**src/rtl/wb_gpio_w.sv**
```systemverilog
// Wishbone slave GPIO: output and output-enable registers, synchronised pad inputs,
// and per-pin edge detection feeding a write-one-to-clear status with a level interrupt.
module wb_gpio_w #(
  parameter int unsigned         NUM_PINS  = 4,
  parameter logic [NUM_PINS-1:0] RESET_OUT = '0
) (
  input  logic                clk_i,
  input  logic                rst_i,
  input  logic [31:0]         s_adr,
  input  logic [31:0]         s_dat_w,
  output logic [31:0]         s_dat_r,
  input  logic [3:0]          s_sel,
  input  logic                s_we,
  input  logic                s_cyc,
  input  logic                s_stb,
  output logic                s_ack,
  output logic                s_err,
  input  logic [NUM_PINS-1:0] pad_i,
  output logic [NUM_PINS-1:0] pad_o,
  output logic [NUM_PINS-1:0] pad_oe,
  output logic                int_o
);

  localparam logic [2:0] ADDR_OUT      = 3'd0;
  localparam logic [2:0] ADDR_IN       = 3'd1;
  localparam logic [2:0] ADDR_OE       = 3'd2;
  localparam logic [2:0] ADDR_IRQ_EN   = 3'd3;
  localparam logic [2:0] ADDR_IRQ_EDGE = 3'd4;
  localparam logic [2:0] ADDR_IRQ_STAT = 3'd5;

  logic [NUM_PINS-1:0] out_reg, out_next;
  logic [NUM_PINS-1:0] oe_reg, oe_next;
  logic [NUM_PINS-1:0] irq_en_reg, irq_en_next;
  logic [NUM_PINS-1:0] irq_edge_reg, irq_edge_next;
  logic [NUM_PINS-1:0] irq_stat_reg, irq_stat_next;
  logic [NUM_PINS-1:0] sync1, sync2, prev;
  logic                ack_reg;
  logic [31:0]         dat_r_reg;
  logic                int_reg;

  logic                access;
  logic                wr_en;
  logic [2:0]          reg_sel;
  logic [31:0]         lane_mask;
  logic [NUM_PINS-1:0] wmask;
  logic [NUM_PINS-1:0] wdata;
  logic [NUM_PINS-1:0] w1c;
  logic [NUM_PINS-1:0] rise, fall, edge_hit;
  logic [NUM_PINS-1:0] rd_pins;
  logic [31:0]         rd_word;

  // Upper address bits are decoded by the interconnect; pin-external data lanes are dropped.
  logic unused_bits;
  assign unused_bits = ^{s_adr[31:5], s_adr[1:0], s_dat_w, lane_mask};

  assign access    = s_cyc & s_stb & ~ack_reg;
  assign wr_en     = access & s_we;
  assign reg_sel   = s_adr[4:2];
  assign lane_mask = {{8{s_sel[3]}}, {8{s_sel[2]}}, {8{s_sel[1]}}, {8{s_sel[0]}}};
  assign wmask     = lane_mask[NUM_PINS-1:0];
  assign wdata     = s_dat_w[NUM_PINS-1:0];

  assign rise     = sync2 & ~prev;
  assign fall     = ~sync2 & prev;
  assign edge_hit = (irq_edge_reg & rise) | (~irq_edge_reg & fall);

  function automatic logic [NUM_PINS-1:0] merge(input logic [NUM_PINS-1:0] old_v,
                                                input logic [NUM_PINS-1:0] new_v,
                                                input logic [NUM_PINS-1:0] mask);
    return (old_v & ~mask) | (new_v & mask);
  endfunction

  always_comb begin
    out_next      = out_reg;
    oe_next       = oe_reg;
    irq_en_next   = irq_en_reg;
    irq_edge_next = irq_edge_reg;
    w1c           = '0;
    if (wr_en) begin
      case (reg_sel)
        ADDR_OUT:      out_next      = merge(out_reg, wdata, wmask);
        ADDR_OE:       oe_next       = merge(oe_reg, wdata, wmask);
        ADDR_IRQ_EN:   irq_en_next   = merge(irq_en_reg, wdata, wmask);
        ADDR_IRQ_EDGE: irq_edge_next = merge(irq_edge_reg, wdata, wmask);
        ADDR_IRQ_STAT: w1c           = wdata & wmask;
        default:       ;
      endcase
    end
    // A new edge in the same cycle as its clear keeps the bit set.
    irq_stat_next = (irq_stat_reg & ~w1c) | edge_hit;
  end

  always_comb begin
    rd_pins = '0;
    case (reg_sel)
      ADDR_OUT:      rd_pins = out_reg;
      ADDR_IN:       rd_pins = sync2;
      ADDR_OE:       rd_pins = oe_reg;
      ADDR_IRQ_EN:   rd_pins = irq_en_reg;
      ADDR_IRQ_EDGE: rd_pins = irq_edge_reg;
      ADDR_IRQ_STAT: rd_pins = irq_stat_reg;
      default:       rd_pins = '0;
    endcase
    rd_word                 = '0;
    rd_word[NUM_PINS-1:0]   = rd_pins;
  end

  always_ff @(posedge clk_i) begin
    if (rst_i) begin
      out_reg      <= RESET_OUT;
      oe_reg       <= '0;
      irq_en_reg   <= '0;
      irq_edge_reg <= '0;
      irq_stat_reg <= '0;
      sync1        <= '0;
      sync2        <= '0;
      prev         <= '0;
      ack_reg      <= 1'b0;
      dat_r_reg    <= '0;
      int_reg      <= 1'b0;
    end else begin
      out_reg      <= out_next;
      oe_reg       <= oe_next;
      irq_en_reg   <= irq_en_next;
      irq_edge_reg <= irq_edge_next;
      irq_stat_reg <= irq_stat_next;
      sync1        <= pad_i;
      sync2        <= sync1;
      prev         <= sync2;
      ack_reg      <= access;
      dat_r_reg    <= (access && !s_we) ? rd_word : 32'h0;
      int_reg      <= |(irq_stat_reg & irq_en_reg);
    end
  end

  assign s_ack   = ack_reg;
  assign s_err   = 1'b0;
  assign s_dat_r = dat_r_reg;
  assign pad_o   = out_reg;
  assign pad_oe  = oe_reg;
  assign int_o   = int_reg;

endmodule

```
**config.mk**
```make
export PLATFORM = sky130hd
export DESIGN_NAME = wb_gpio_w
export DESIGN_NICKNAME = d
export VERILOG_FILES = /design/src/rtl/wb_gpio_w.sv
export SDC_FILE = /design/constraint.sdc
export NUM_CORES = 1
export LEC_CHECK = 0
export CAP_MARGIN = 20
export CORE_MARGIN = 5
export CORE_UTILIZATION = 37
export DETAILED_ROUTE_END_ITERATION = 10
export GPL_ROUTABILITY_DRIVEN = 0
export PLACE_DENSITY = 0.8
export SYNTH_ARGS = -nofsm -noshare
export SYNTH_HDL_FRONTEND = slang
export SYNTH_SLANG_ARGS = --single-unit
```
**constraint.sdc**
```tcl
create_clock -name clk_i -period 1.6 [get_ports clk_i]
set_clock_uncertainty 0.05 [all_clocks]
set_input_delay 0.48 -clock clk_i [delete_from_list [all_inputs] [get_ports clk_i]]
set_output_delay 0.48 -clock clk_i [all_outputs]
set_load 0.005 [all_outputs]
```
==> impl_metrics.py <==
metrics = {
    "drt": {
        "initialDrtViolationCount": 178,
        "wl_mm": 5.32,
        "avgRoutedWirePerCell_um": 15.6,
        "vias": 1735,
        "drt-vias-per-instance": 5.09,
        "drc": 0,
        "dr.pass1.iters": 4,
        "ant_nets": 0,
    },
    "global_routing": {
        "grt_pass1_vias": 1608,
        "gr-total-overflow": 0,
        "grt_max_degree": 38,
        "grt_first_pass_wirelength_mm": 8.15,
        "antenna_found_initial": 0,
        "grt_usage": 0.161,
    },
    "sta": {
        "final-hold-violation-count": 0,
        "slew_violations": 0,
        "max_freq_mhz": 637,
        "setup_viol": 0,
        "post-route-min-period_ns": 1.57,
        "finalCritPeriodShare": 0.982,
        "rsz0062_at_grt": "no",
    },
    "placed_design": {
        "dp.cells": 325,
        "port_buffers": 30,
        "place_hpwl_mm": 3.55,
    },
    "pwr": {
        "pwr-share-clk": 0.362,
        "p_sw_w": 0.000508,
        "power_density_nw_per_um2": 753,
        "pwr-share-comb": 0.138,
        "power_leakage_nw": 1.10,
        "sw_frac_of_total": 0.260,
        "p_int_w": 0.00144,
        "power_frac_seq": 0.500,
        "ir_drop_v": 0.000379,
    },
    "synthesis": {
        "yosys.area.top_type": "dfxtp_1",
        "ys_warn_count": 0,
        "synthCells": 208,
        "yosysMostFrequentCell": "dfxtp_1",
        "ys_seq_elements": 38,
        "synthTopCellsByCount": "dfxtp_1, buf_4, a21oi_1, nor2b_1, nand3_1",
        "syn_avg_cell_area_um2": 9.37,
        "synth_area_um2": 1950,
        "synth_edf_count": 0,
        "synth_cell_types": 37,
        "synth.yosys.seq_area_share": 0.390,
        "synth.area.top_cells": "dfxtp_1, buf_4, a21oi_1",
        "async_flop_share": 0,
        "synth_ff_type": "dfxtp_1",
        "yosysTopAreaCellShare": 0.390,
    },
    "cells_and_area": {
        "finalNetCount": 347,
        "final_util": 0.507,
        "stdcell_count": 341,
        "syn_to_final_growth_pct": 32.8,
        "layout-drive-gt1-share": 0.277,
        "n_antenna_cell": 0,
    },
    "clock_tree": {
        "clock_latency_ns": 0.30,
        "tritoncts": "done",
        "cts_hold_buffers": 0,
        "cts_sinks": 38,
        "cts_root_buf": "clkbuf_8",
        "path_clk_slew_ns": 0.08,
        "htree_num_levels": 2,
        "clockBufferDepth": 2,
        "numCtsBuffers": 5,
    },
    "floorplan": {
        "fp.dieH_um": 82.6,
        "std_cell_rows": 26,
        "die_area_um2": 6820,
        "die_x_um": 82.6,
        "io_pins": 120,
        "initial_core_util": 0.382,
        "core_um2": 5110,
    },
    "critical_path": {
        "path_max_fanout": 5,
        "worstSetupEndpointType": "flip-flop",
        "worstPathRequired_ns": 1.72,
        "critPathBufInv": 2,
        "crit_family": "simple AND/OR/NAND/NOR gates",
        "crit_arrival_ns": 1.69,
        "cp_slowest_cell": "or4_4",
        "crit_path_max_incr_delay_ns": 0.52,
        "worstSetupStartpointType": "input pin",
        "crit_type": "in -> reg",
        "crit_chain": "dlygate4sd2_1 -> buf_2 -> or4_4 -> o21ai_1 -> a21oi_1",
    },
    "run": {
        "cap_violations": 0,
    },
    "run_status": {
        "status": "finished clean",
    },
    "hold_path": {
        "hold_path_class": "reg -> reg",
    },
}
## per-stage QoR
stage | setup slack, ns | hold slack [ns] | TNS (ns) | cell area [um2] | power [W]
floorplan | 0.101 | 0.364 | 0 | 2050 | 0.00116
global placement | -0.499 | 0.371 | -9.82 | 2380 | 0.00123
detailed placement | -0.534 | 0.373 | -10.48 | 2380 | 0.00123
CTS | 0.00145 | 0.391 | 0 | 2560 | 0.00195
global route | 0.0177 | 0.413 | 0 | 2590 | 0.00202
finish | 0.0292 | 0.389 | 0 | 2590 | 0.00195
## layer usage
layer	global-route usage	vias up	wire (um)
met5	0	-	0
met4	0.0588	0	69
met3	0.0456	7	356
met2	0.256	80	2690
met1	0.208	839	2200
li1	-	809	-
## worst paths after layout
| path | from | end | slack [ns] | cells past startpoint |
|---|---|---|---|---|
| max | s_adr[3] | flip-flop | 0.03 | 5 |
| min reg2reg | sync1[1] | sync2[1] | 0.39 | 1 |
| max reg2reg | s_ack | irq_stat_reg[0] | 0.09 | 5 |
| min | sync1[1] | sync2[1] | 0.39 | 1 |
## cells in the final DEF, fill, tap and decap left out, types with 2 or more instances in the layout
master	synthesis	final
buf_6	2	2
mux2_2	4	4
o21ai_1	8	5
buf_2	0	2
nand2_1	4	4
o21ai_2	0	3
nor2_1	6	6
dlygate4sd2_1	0	17
nand3_1	11	11
nor2b_1	14	13
o31ai_2	0	3
mux2i_1	7	7
a22oi_1	4	3
nand2b_1	9	9
clkdlybuf4s50_1	0	9
inv_1	6	6
mux4_2	2	2
conb_1	1	29
buf_4	31	30
and3b_1	4	4
nand4_1	6	6
dfxtp_2	0	8
o31ai_1	8	5
nand4b_1	2	2
dfxtp_1	38	30
clkbuf_8	0	6
dlymetal6s2s_1	0	2
a21oi_1	21	21
## repair_timing
item                       4_1_cts  5_1_grt
gates cloned                     2        0
setup endpoints to repair       38       20
hold endpoints to repair         0        0
resized for setup               33       13
pin swaps                        0        6
buffers inserted                 5        1
## power groups by stage
stage          clock [W]  combinational (W)  sequential, W
4_1_cts         0.000718           0.000256       0.000975
6_report        0.000705           0.000269       0.000976
3_3_place_gp           0           0.000233       0.000997
5_1_grt         0.000756           0.000291       0.000978
2_1_floorplan          0           0.000168       0.000995
3_5_place_dp           0           0.000237       0.000997
## cell type report
cell class | count | area (um2)
fill | 470 | 2520
multi-input combinational | 154 | 1030
sequential | 38 | 771
timing repair buffer | 65 | 579
tap | 70 | 87.6
clock buffer | 6 | 82.6
inverter | 6 | 22.5
clock inverter | 2 | 12.5
## worst reg2reg max path: cells and delay by family, from the launching register on
family | cells | cell delay (ns)
AOI/OAI and AO/OA | 2 | 0.40
DFF | 1 | 0.33
and+or+nand+nor | 1 | 0.32
buffers and inverters | 2 | 0.28
## logic make-up (layout without fill, tap and decap cells)
kind of cell | Yosys count | in the layout | synth area share
and+or+nand+nor | 67 | 67 | 0.234
AOI/OAI and AO/OA | 45 | 45 | 0.139
buffers and inverters | 44 | 79 | 0.152
DFF | 38 | 38 | 0.390
muxes | 13 | 13 | 0.0822
other | 1 | 29 | 0.00192
Note: power is estimated with default switching activity, not from simulation.
